===== config.mk =====
export PLATFORM = sky130hd
export DESIGN_NAME = hamming_scrub_ctrl
export DESIGN_NICKNAME = d
export VERILOG_FILES = /design/src/rtl/hamming_ctrl_pkg.sv /design/src/rtl/scrub_timer.sv /design/src/rtl/hamming_scrub_ctrl.sv
export SDC_FILE = /design/constraint.sdc
export NUM_CORES = 1
export LEC_CHECK = 0
export ABC_AREA = 1
export BUFFER_PORTS_ARGS = -buffer_cell sky130_fd_sc_hd__buf_2
export CORE_MARGIN = 2
export CORE_UTILIZATION = 45
export DETAILED_ROUTE_END_ITERATION = 8
export PLACE_DENSITY_LB_ADDON = 0.1
export SLEW_MARGIN = 20
export SYNTH_ARGS = -nofsm -noshare
export SYNTH_HDL_FRONTEND = slang
export SYNTH_HIERARCHICAL = 1
export SYNTH_SLANG_ARGS = --single-unit
export TNS_END_PERCENT = 5

===== constraint.sdc =====
create_clock -name clk -period 1.6 [get_ports clk]
set_input_delay 0.4 -clock clk [delete_from_list [all_inputs] [get_ports clk]]
set_output_delay 0.4 -clock clk [all_outputs]
set_load 0.1 [all_outputs]

===== src/rtl/hamming_ctrl_pkg.sv =====
// Shared types and default constants for the Hamming scrub controller.
// Contents:
//   state_e        - controller FSM state encoding
//   ScrubPeriodDef - default cycles between scrub checks
//   SynWDef        - default syndrome width
//   ErrWDef        - default correction counter width
//   Timeout        - WAIT_CHK watchdog length (used only with SCRUB_TIMEOUT_EN)
//   TimerW         - width of the scrub reload counter (covers periods up to 65535)
package hamming_ctrl_pkg;

  localparam int unsigned ScrubPeriodDef = 64;
  localparam int unsigned SynWDef        = 5;
  localparam int unsigned ErrWDef        = 8;
  localparam int unsigned Timeout        = 16;
  localparam int unsigned TimerW         = 16;

  typedef enum logic [2:0] {
    StIdle,
    StCount,
    StCheck,
    StWaitChk,
    StCorrect,
    StFault
  } state_e;

endpackage


===== src/rtl/scrub_timer.sv =====
// Reload down-counter that paces scrub checks.
// Counts down while run is high; when it reaches zero it raises expire for that
// cycle and reloads SCRUB_PERIOD-1. rst (synchronous, active-high) also reloads.
// Ports:
//   clk    - clock
//   rst    - synchronous reload/reset
//   run    - count enable
//   expire - high in the cycle the count is zero while running
module scrub_timer
  import hamming_ctrl_pkg::*;
#(
  parameter int unsigned SCRUB_PERIOD = ScrubPeriodDef
) (
  input  logic clk,
  input  logic rst,
  input  logic run,
  output logic expire
);

  localparam logic [TimerW-1:0] Reload = TimerW'(SCRUB_PERIOD - 1);

  logic [TimerW-1:0] cnt_q;

  always_ff @(posedge clk) begin
    if (rst) begin
      cnt_q <= Reload;
    end else if (run) begin
      cnt_q <= (cnt_q == '0) ? Reload : cnt_q - TimerW'(1);
    end
  end

  assign expire = run && (cnt_q == '0);

endmodule


===== src/rtl/hamming_scrub_ctrl.sv =====
// Control FSM for a Hamming-protected counter: arbitrates increment requests
// against periodic scrub checks, writes back single-bit corrections and parks in
// FAULT on an uncorrectable error until clr_fault.
// Optional build macro SCRUB_TIMEOUT_EN adds a watchdog that moves WAIT_CHK to
// FAULT after Timeout cycles without chk_valid.
// Ports:
//   clk, rst   - clock, synchronous active-high reset
//   cnt_req    - level request to increment       cnt_en/cnt_ack - increment enable / accept
//   chk_req    - one-cycle recompute request      chk_valid      - qualifies syndrome/dbl_err
//   syndrome   - Hamming syndrome (0 = clean)     dbl_err        - uncorrectable error flag
//   corr_en    - one-cycle correction write-back  clr_fault      - leave FAULT
//   corr_cnt   - saturating correction count      alarm / busy   - in FAULT / not IDLE
module hamming_scrub_ctrl
  import hamming_ctrl_pkg::*;
#(
  parameter int unsigned SCRUB_PERIOD = ScrubPeriodDef,
  parameter int unsigned SYN_W        = SynWDef,
  parameter int unsigned ERR_W        = ErrWDef
) (
  input  logic             clk,
  input  logic             rst,
  input  logic             cnt_req,
  output logic             cnt_en,
  output logic             cnt_ack,
  output logic             chk_req,
  input  logic             chk_valid,
  input  logic [SYN_W-1:0] syndrome,
  input  logic             dbl_err,
  output logic             corr_en,
  input  logic             clr_fault,
  output logic [ERR_W-1:0] corr_cnt,
  output logic             alarm,
  output logic             busy
);

  state_e            state_q, state_d;
  logic              scrub_pend_q, scrub_pend_d;
  logic [ERR_W-1:0]  corr_cnt_q, corr_cnt_d;
  logic              expire;
  logic              timer_run;
  logic              timer_rst;

  // Leaving FAULT restarts the scrub schedule from a full period.
  assign timer_run = (state_q != StFault);
  assign timer_rst = rst | ((state_q == StFault) & clr_fault);

  scrub_timer #(
    .SCRUB_PERIOD(SCRUB_PERIOD)
  ) u_scrub_timer (
    .clk   (clk),
    .rst   (timer_rst),
    .run   (timer_run),
    .expire(expire)
  );

`ifdef SCRUB_TIMEOUT_EN
  localparam int unsigned WdW = $clog2(Timeout) + 1;

  logic [WdW-1:0] wd_q;
  logic           wd_timeout;

  // Counts cycles spent in WAIT_CHK; zero on the first WAIT_CHK cycle.
  always_ff @(posedge clk) begin
    if (rst || (state_q != StWaitChk)) begin
      wd_q <= '0;
    end else begin
      wd_q <= wd_q + WdW'(1);
    end
  end

  assign wd_timeout = (wd_q == WdW'(Timeout - 1));
`endif

  always_comb begin
    scrub_pend_d = scrub_pend_q;
    if (state_q == StCheck) scrub_pend_d = 1'b0;
    // A fresh expiry wins over the clear; repeated expiries just stay pending.
    if (expire) scrub_pend_d = 1'b1;
    if ((state_q == StFault) && clr_fault) scrub_pend_d = 1'b0;
  end

  always_comb begin
    corr_cnt_d = corr_cnt_q;
    if ((state_q == StCorrect) && (corr_cnt_q != '1)) corr_cnt_d = corr_cnt_q + ERR_W'(1);
  end

  always_comb begin
    state_d = state_q;
    cnt_en  = 1'b0;
    cnt_ack = 1'b0;
    chk_req = 1'b0;
    corr_en = 1'b0;
    alarm   = 1'b0;
    unique case (state_q)
      StIdle: begin
        if (scrub_pend_q)  state_d = StCheck;
        else if (cnt_req)  state_d = StCount;
      end
      StCount: begin
        // Only ack a request that is still present.
        cnt_en  = cnt_req;
        cnt_ack = cnt_req;
        if (!cnt_req || scrub_pend_q) state_d = StIdle;
      end
      StCheck: begin
        chk_req = 1'b1;
        state_d = StWaitChk;
      end
      StWaitChk: begin
        if (chk_valid) begin
          if (dbl_err)            state_d = StFault;
          else if (|syndrome)     state_d = StCorrect;
          else                    state_d = StIdle;
        end
`ifdef SCRUB_TIMEOUT_EN
        else if (wd_timeout) begin
          state_d = StFault;
        end
`endif
      end
      StCorrect: begin
        corr_en = 1'b1;
        state_d = StIdle;
      end
      StFault: begin
        alarm = 1'b1;
        if (clr_fault) state_d = StIdle;
      end
      default: state_d = StIdle;
    endcase
  end

  always_ff @(posedge clk) begin
    if (rst) begin
      state_q      <= StIdle;
      scrub_pend_q <= 1'b0;
      corr_cnt_q   <= '0;
    end else begin
      state_q      <= state_d;
      scrub_pend_q <= scrub_pend_d;
      corr_cnt_q   <= corr_cnt_d;
    end
  end

  assign corr_cnt = corr_cnt_q;
  assign busy     = (state_q != StIdle);

endmodule


==> out/results.tsv, run 1 <==
stage	metric	value	unit
status	status	finished, violations left	
status	violations	setup timing	
placed_design	post-place-ws	0.135	ns
placed_design	io_buffers	24	
clocking	cts_root_buffer	clkbuf_4	
global_route	antenna_found_initial	0	
route	vias	1480	
floorplanning	die_x	62.9	um
sta	setup_viol	5	
floorplanning	die_area	0.00396	mm2
yosys	ys_ff_latch	28	
route	drc	0	
yosys	synth.area.top_cells	dfxtp_1 (36%), nand2_1 (12%), nor2_1 (12%)	
worst_setup_path	cp-start-kind	flop	
placed_design	dp_hpwl	2320	um
finish	fin_nets	285	
finish	n_antenna_cell	0	
floorplanning	core	0.00334	mm2
global_route	grt_use_total	17.6	%
route	routed_wirelength	3120	um
sta	rsz0062_at_grt	true	
route	wl_per_cell	9.85	um
floorplanning	rows	21	
floorplanning	start_util	46.8	%
floorplanning	pin_count	25	
sta	max_freq	0.613	GHz
sta	max_slew.worst_pin.slew	0.483	ns
sta	hold_viol_final	0	
worst_hold_path	hp-class	in2reg	
yosys	yosys.area.top_type	dfxtp_1	
finish	final_cell_mix	nand2_1 (48), nor2_1 (48), inv_1 (31), dfxtp_1 (23), nand3_1 (13)	
worst_setup_path	worst-path-max-fanout	6	
placed_design	gp_congestion	0.804	
worst_setup_path	worstSetupPathType	reg2out	
yosys	syn_area	0.00156	mm2
yosys	avgSynthCellArea	6.68	um2
yosys	seq_area_frac_synth	35.9	%
sta	finalClockSkew	0.00938	ns
placed_design	place_area	0.00187	mm2
route	viasPerCell	4.67	
yosys	yosysTopAreaCellShare	35.9	%
clocking	path_clk_slew	0.15	ns
clocking	cts_max_level	1	
finish	fin_cells	317	
clocking	cts_max_path_buffers	2	
global_route	grt_max_degree	17	
clocking	numClockSinks	28	
placed_design	dp.cells	307	
worst_setup_path	arrival	1.23	ns
sta	setup_slack	-0.0324	ns
worst_setup_path	rrSetupSlack	0.18	ns
sta	slew_viol_final	0	
route	dr.pass1.iters	4	
power_and_ir_drop	power	1.65	mW
global_route	grt_pass1_vias	1427	
route	drtIter0Drc	73	
worst_setup_path	crit_chain	buf_6 -> nor2_4 -> nand2_2 -> buf_12	
yosys	syn_inst	234	
finish	fin_area	0.00205	mm2
sta	maxSlewHeadroom	68.1	%
worst_setup_path	crit_required	1.20	ns
clocking	cts_tree	yes	
floorplanning	die_y	62.9	um
yosys	yosys_warnings	6	
finish	area_growth	31.0	%
global_route	grt_overflow	0	
worst_setup_path	slowest_stage	dfxtp_4	
power_and_ir_drop	power.leakage	0.917	nW
flow_run	max_cap_viol_count	0	
worst_setup_path	cp-end-kind	output port	
power_and_ir_drop	peakVddDrop	0.000525	V
global_route	grt_pass1_wl	5740	um
finish	utilization	61.3	%
power_and_ir_drop	p_per_area	805	mW/mm2
yosys	syn_nets	247	
sta	fin_crit_sh	102	%
yosys	synth_cell_types	27	
clocking	clk_latency	0.33	ns
clocking	cts_buffers	3	
finish	drive_above_1_share	26.2	%
worst_setup_path	slowest_delay	0.39	ns
sta	min_period	1.63	ns
route	ant_nets	0	
[synth_stat cells (all sizes together)]
cell      n
nor2     57
nand2    53
inv      37
dfxtp    28
nand3    19
a21oi     6
o21ai     6
nand4     5
xor2      5
nor3      4
xnor2     4
a31oi     2
buf       2
ha        2
a22oi     1
nand3b    1
o2111ai   1
or2       1
[worst max-delay path, delay by kind of cell (launching register included)]
family | cells | cell delay (ns)
AND/OR/NAND/NOR | 2 | 0.20
buffers and inverters | 2 | 0.31
flip-flops | 1 | 0.39
[flip-flops by register name, summed over array words and instances (netlist names)]
register             cells
u_scrub_timer/cnt_q     16
corr_cnt                 8
state_q                  3
scrub_pend_q             1
[through the flow]
step | hold slack (ns) | TNS (ns)
floorplan | 0.462 | -2.77
global placement | 0.462 | 0
detailed placement | 0.470 | 0
CTS | 0.231 | -0.169
global route | 0.233 | -0.437
finish | 0.261 | -0.114
[power breakdown]
group / internal, mW / total [mW] / leakage, nW / switching (mW)
clock network: 0.253 / 0.457 / 0.0279 / 0.204
registers: 0.722 / 0.750 / 0.230 / 0.0278
logic: 0.164 / 0.441 / 0.659 / 0.277
[cell families after synthesis]
kind of cell / after synthesis / share of synthesized area (%)
simple gates: 140 / 41.7
buf+inv: 39 / 10.1
flops: 28 / 35.9
compound gates: 16 / 5.68
xor+xnor: 9 / 5.04
fa+ha+maj: 2 / 1.60
[path summary, 6_finish.rpt]
| kind | start | to | depth (start not counted) |
|---|---|---|---|
| setup / recovery | state_q[0] | busy | 4 |
| hold / removal | rst | corr_cnt[1] | 2 |
| setup reg to reg | u_scrub_timer/cnt_q[0] | u_scrub_timer/cnt_q[15] | 9 |
| hold reg to reg | corr_cnt[1] | corr_cnt[1] | 2 |
[repair_timing]
| item | 4_1_cts | 5_1_grt |
|---|---|---|
| hold buffers | 0 | 0 |
| gates resized for setup | 22 | 5 |
| buffers inserted | 6 | 0 |
| setup endpoints to repair | 9 | 16 |
| pin swaps | 5 | 2 |
[layer usage]
layer	vias up	global-route usage, %	part of all wire [%]
li1	807	-	-
met1	657	19.5	46
met2	14	33.2	51
met3	2	3.06	2.4
met4	0	5.83	0.77
met5	-	0	0
[layout make-up]
class                   count  area, um2
clock buffers               3       22.5
clock inverters             1       30.0
fillers                   309       1290
inverters                  37        144
multi-input cells         167        900
flip-flops and latches     28        572
well taps                  46       57.6
repair buffers             35        322
Power figures use the tool's default switching activity.
==> run 2, diff against run 1 <==
--- a/config.mk
+++ b/config.mk
@@ -6,7 +6,7 @@
 export NUM_CORES = 1
 export LEC_CHECK = 0
 export ABC_AREA = 1
-export BUFFER_PORTS_ARGS = -buffer_cell sky130_fd_sc_hd__buf_2
+export BUFFER_PORTS_ARGS = -buffer_cell sky130_fd_sc_hd__clkbuf_2
 export CORE_MARGIN = 2
 export CORE_UTILIZATION = 45
 export DETAILED_ROUTE_END_ITERATION = 8
==> run 2 against run 1 <==
Against the previous run: the run still ends with setup timing left; register-to-register slack about the same; highest routed layer unchanged; power shrank 7.3%; global-route usage grew 0.55 points; combinational power about the same; sequential power about the same; via count is 0.68% lower; first-iteration DRC count increased by 9.6%; worst setup slack gained 0.0077 ns; critical path type unchanged; clock-buffer cell count rose by 1; final cell count increased by 0.32%.
==> out/results.tsv, run 2 (synthesis results as in run 1) <==
stage	metric	value	unit	change
sta	maxSlewHeadroom	68.1	%	about the same
sta	max_slew.worst_pin.slew	0.482	ns	was 0.483 ns
worst_setup_path	arrival	1.22	ns	was 1.23 ns
route	wl_per_cell	9.81	um	was 9.85 um
status	status	finished, violations left		unchanged
worst_hold_path	hold_start	rst		unchanged
worst_setup_path	crit_required	1.20	ns	about the same
global_route	grt_overflow	0		unchanged
floorplanning	start_util	46.8	%	unchanged
sta	setup_slack	-0.0247	ns	was -0.0324 ns
clocking	path_clk_slew	0.15	ns	about the same
clocking	cts_root_buffer	clkbuf_4		unchanged
sta	setup_viol	4		was 5
placed_design	dp_hpwl	2410	um	was 2320 um
global_route	grt_max_degree	16		was 17
worst_setup_path	r2r-start	state_q[0]		was u_scrub_timer/cnt_q[0]
worst_setup_path	worst-path-max-fanout	3		was 6
floorplanning	die_area	0.00396	mm2	unchanged
clocking	clk_latency	0.32	ns	was 0.33 ns
worst_setup_path	worstSetupPathType	reg2out		unchanged
global_route	grt-busiest-layer	met2		unchanged
global_route	met1_usage	20.8	%	was 19.5%
floorplanning	pin_count	25		unchanged
clocking	cts_tree	yes		unchanged
floorplanning	die_y	62.9	um	unchanged
finish	final_cell_mix	nand2_1 (48), nor2_1 (48), inv_1 (31), dfxtp_1 (23), buf_4 (16)		was nand2_1 (48), nor2_1 (48), inv_1 (31), dfxtp_1 (23), nand3_1 (13)
sta	fin_crit_sh	102	%	about the same
route	vias	1470		was 1480
power_and_ir_drop	power	1.53	mW	was 1.65 mW
finish	fin_cells	318		was 317
worst_setup_path	cp-start-kind	flop		unchanged
clocking	cts_max_path_buffers	2		unchanged
status	violations	setup timing		unchanged
sta	finalClockSkew	0.00626	ns	was 0.00938 ns
finish	largest_reg_flops	16		unchanged
global_route	grt_use_met2	33.9	%	was 33.2%
global_route	grt_util_met3	3.78	%	was 3.06%
placed_design	dp.cells	307		unchanged
worst_setup_path	cp-end-kind	output port		unchanged
power_and_ir_drop	power.leakage	0.919	nW	was 0.917 nW
route	ant_nets	0		unchanged
route	viasPerCell	4.62		was 4.67
route	drtIter0Drc	80		was 73
finish	largest_register	u_scrub_timer/cnt_q		unchanged
finish	fin_nets	286		was 285
sta	rsz0062_at_grt	true		unchanged
route	drc	0		unchanged
global_route	grt_use_total	18.1	%	was 17.6%
sta	max_freq	0.616	GHz	was 0.613 GHz
sta	min_period	1.62	ns	was 1.63 ns
sta	hold_ws	0.267	ns	was 0.261 ns
global_route	antenna_found_initial	0		unchanged
power_and_ir_drop	peakVddDrop	0.000402	V	was 0.000525 V
sta	slew_viol_final	0		unchanged
worst_hold_path	hp-class	in2reg		unchanged
floorplanning	die_x	62.9	um	unchanged
finish	area_growth	30.4	%	was 31.0%
placed_design	io_buffers	24		unchanged
global_route	grt_pass1_vias	1464		was 1427
placed_design	post-place-ws	0.127	ns	was 0.135 ns
finish	utilization	61.1	%	was 61.3%
flow_run	max_cap_viol_count	0		unchanged
power_and_ir_drop	p_per_area	749	mW/mm2	was 805 mW/mm2
floorplanning	core	0.00334	mm2	unchanged
global_route	grt_pass1_wl	5950	um	was 5740 um
placed_design	gp_congestion	0.789		was 0.804
clocking	cts_buffers	3		unchanged
floorplanning	rows	21		unchanged
clocking	cts_max_level	1		unchanged
finish	drive_above_1_share	26.5	%	was 26.2%
worst_setup_path	crit_start	state_q[1]		was state_q[0]
route	dr.pass1.iters	4		unchanged
route	routed_wirelength	3120	um	unchanged
clocking	numClockSinks	28		unchanged
sta	hold_viol_final	0		unchanged
finish	n_antenna_cell	0		unchanged
clocking	hold_buffers	0		unchanged
## run 2: cell types whose count changed in the layout (fill, tap and decap cells not counted), sizes merged
cell    previous run  this run
clkbuf             7        14
bufinv             1         0
buf               31        26
## run 2: worst paths after layout
kind | endpoint | slack [ns] | cells after the start
worst min-delay path | corr_cnt[1] | 0.27 | 2
worst max-delay path | corr_en | -0.02 | 3
worst min register to register | corr_cnt[1] | 0.49 | 2
worst max register to register | u_scrub_timer/cnt_q[15] | 0.17 | 9
## run 2: power breakdown
part / internal [mW] / leakage [nW] / switching (mW)
Sequential: 0.722 / 0.230 / 0.0279
Combinational: 0.166 / 0.669 / 0.274
Clock: 0.139 / 0.0210 / 0.198
## run 2: through the flow
step	TNS, ns	cell area, um2
after global routing	-0.476	2040
after CTS	-0.174	2040
after floorplan	-2.77	1580
after global placement	0	1880
after detailed placement	0	1880
final	-0.0665	2040
## run 2: timing repair
item,in CTS,in global routing
pin swaps,5,4
resized for setup,19,2
endpoints found under the setup margin,6,13
hold endpoints to repair,0,0
setup buffers,7,0
## run 2: worst max-delay path, stage by stage, from the launching register on
cell and delay, ns:
dfxtp_2 0.36, buf_6 0.13, nor3_4 0.21, buf_12 0.20
## run 2: area by class of cell
cell class | count | area, um2
clock buffers | 4 | 36.3
fillers | 339 | 1300
inverters | 37 | 144
multi-input cells | 167 | 900
flip-flops and latches | 28 | 572
well taps | 46 | 57.6
repair buffers | 36 | 329
## run 2: layer usage
| layer | vias up | wire, um |
|---|---|---|
| met5 | - | 0 |
| met4 | 0 | 17 |
| met3 | 2 | 76 |
| met2 | 14 | 1580 |
| met1 | 654 | 1450 |
| li1 | 800 | - |
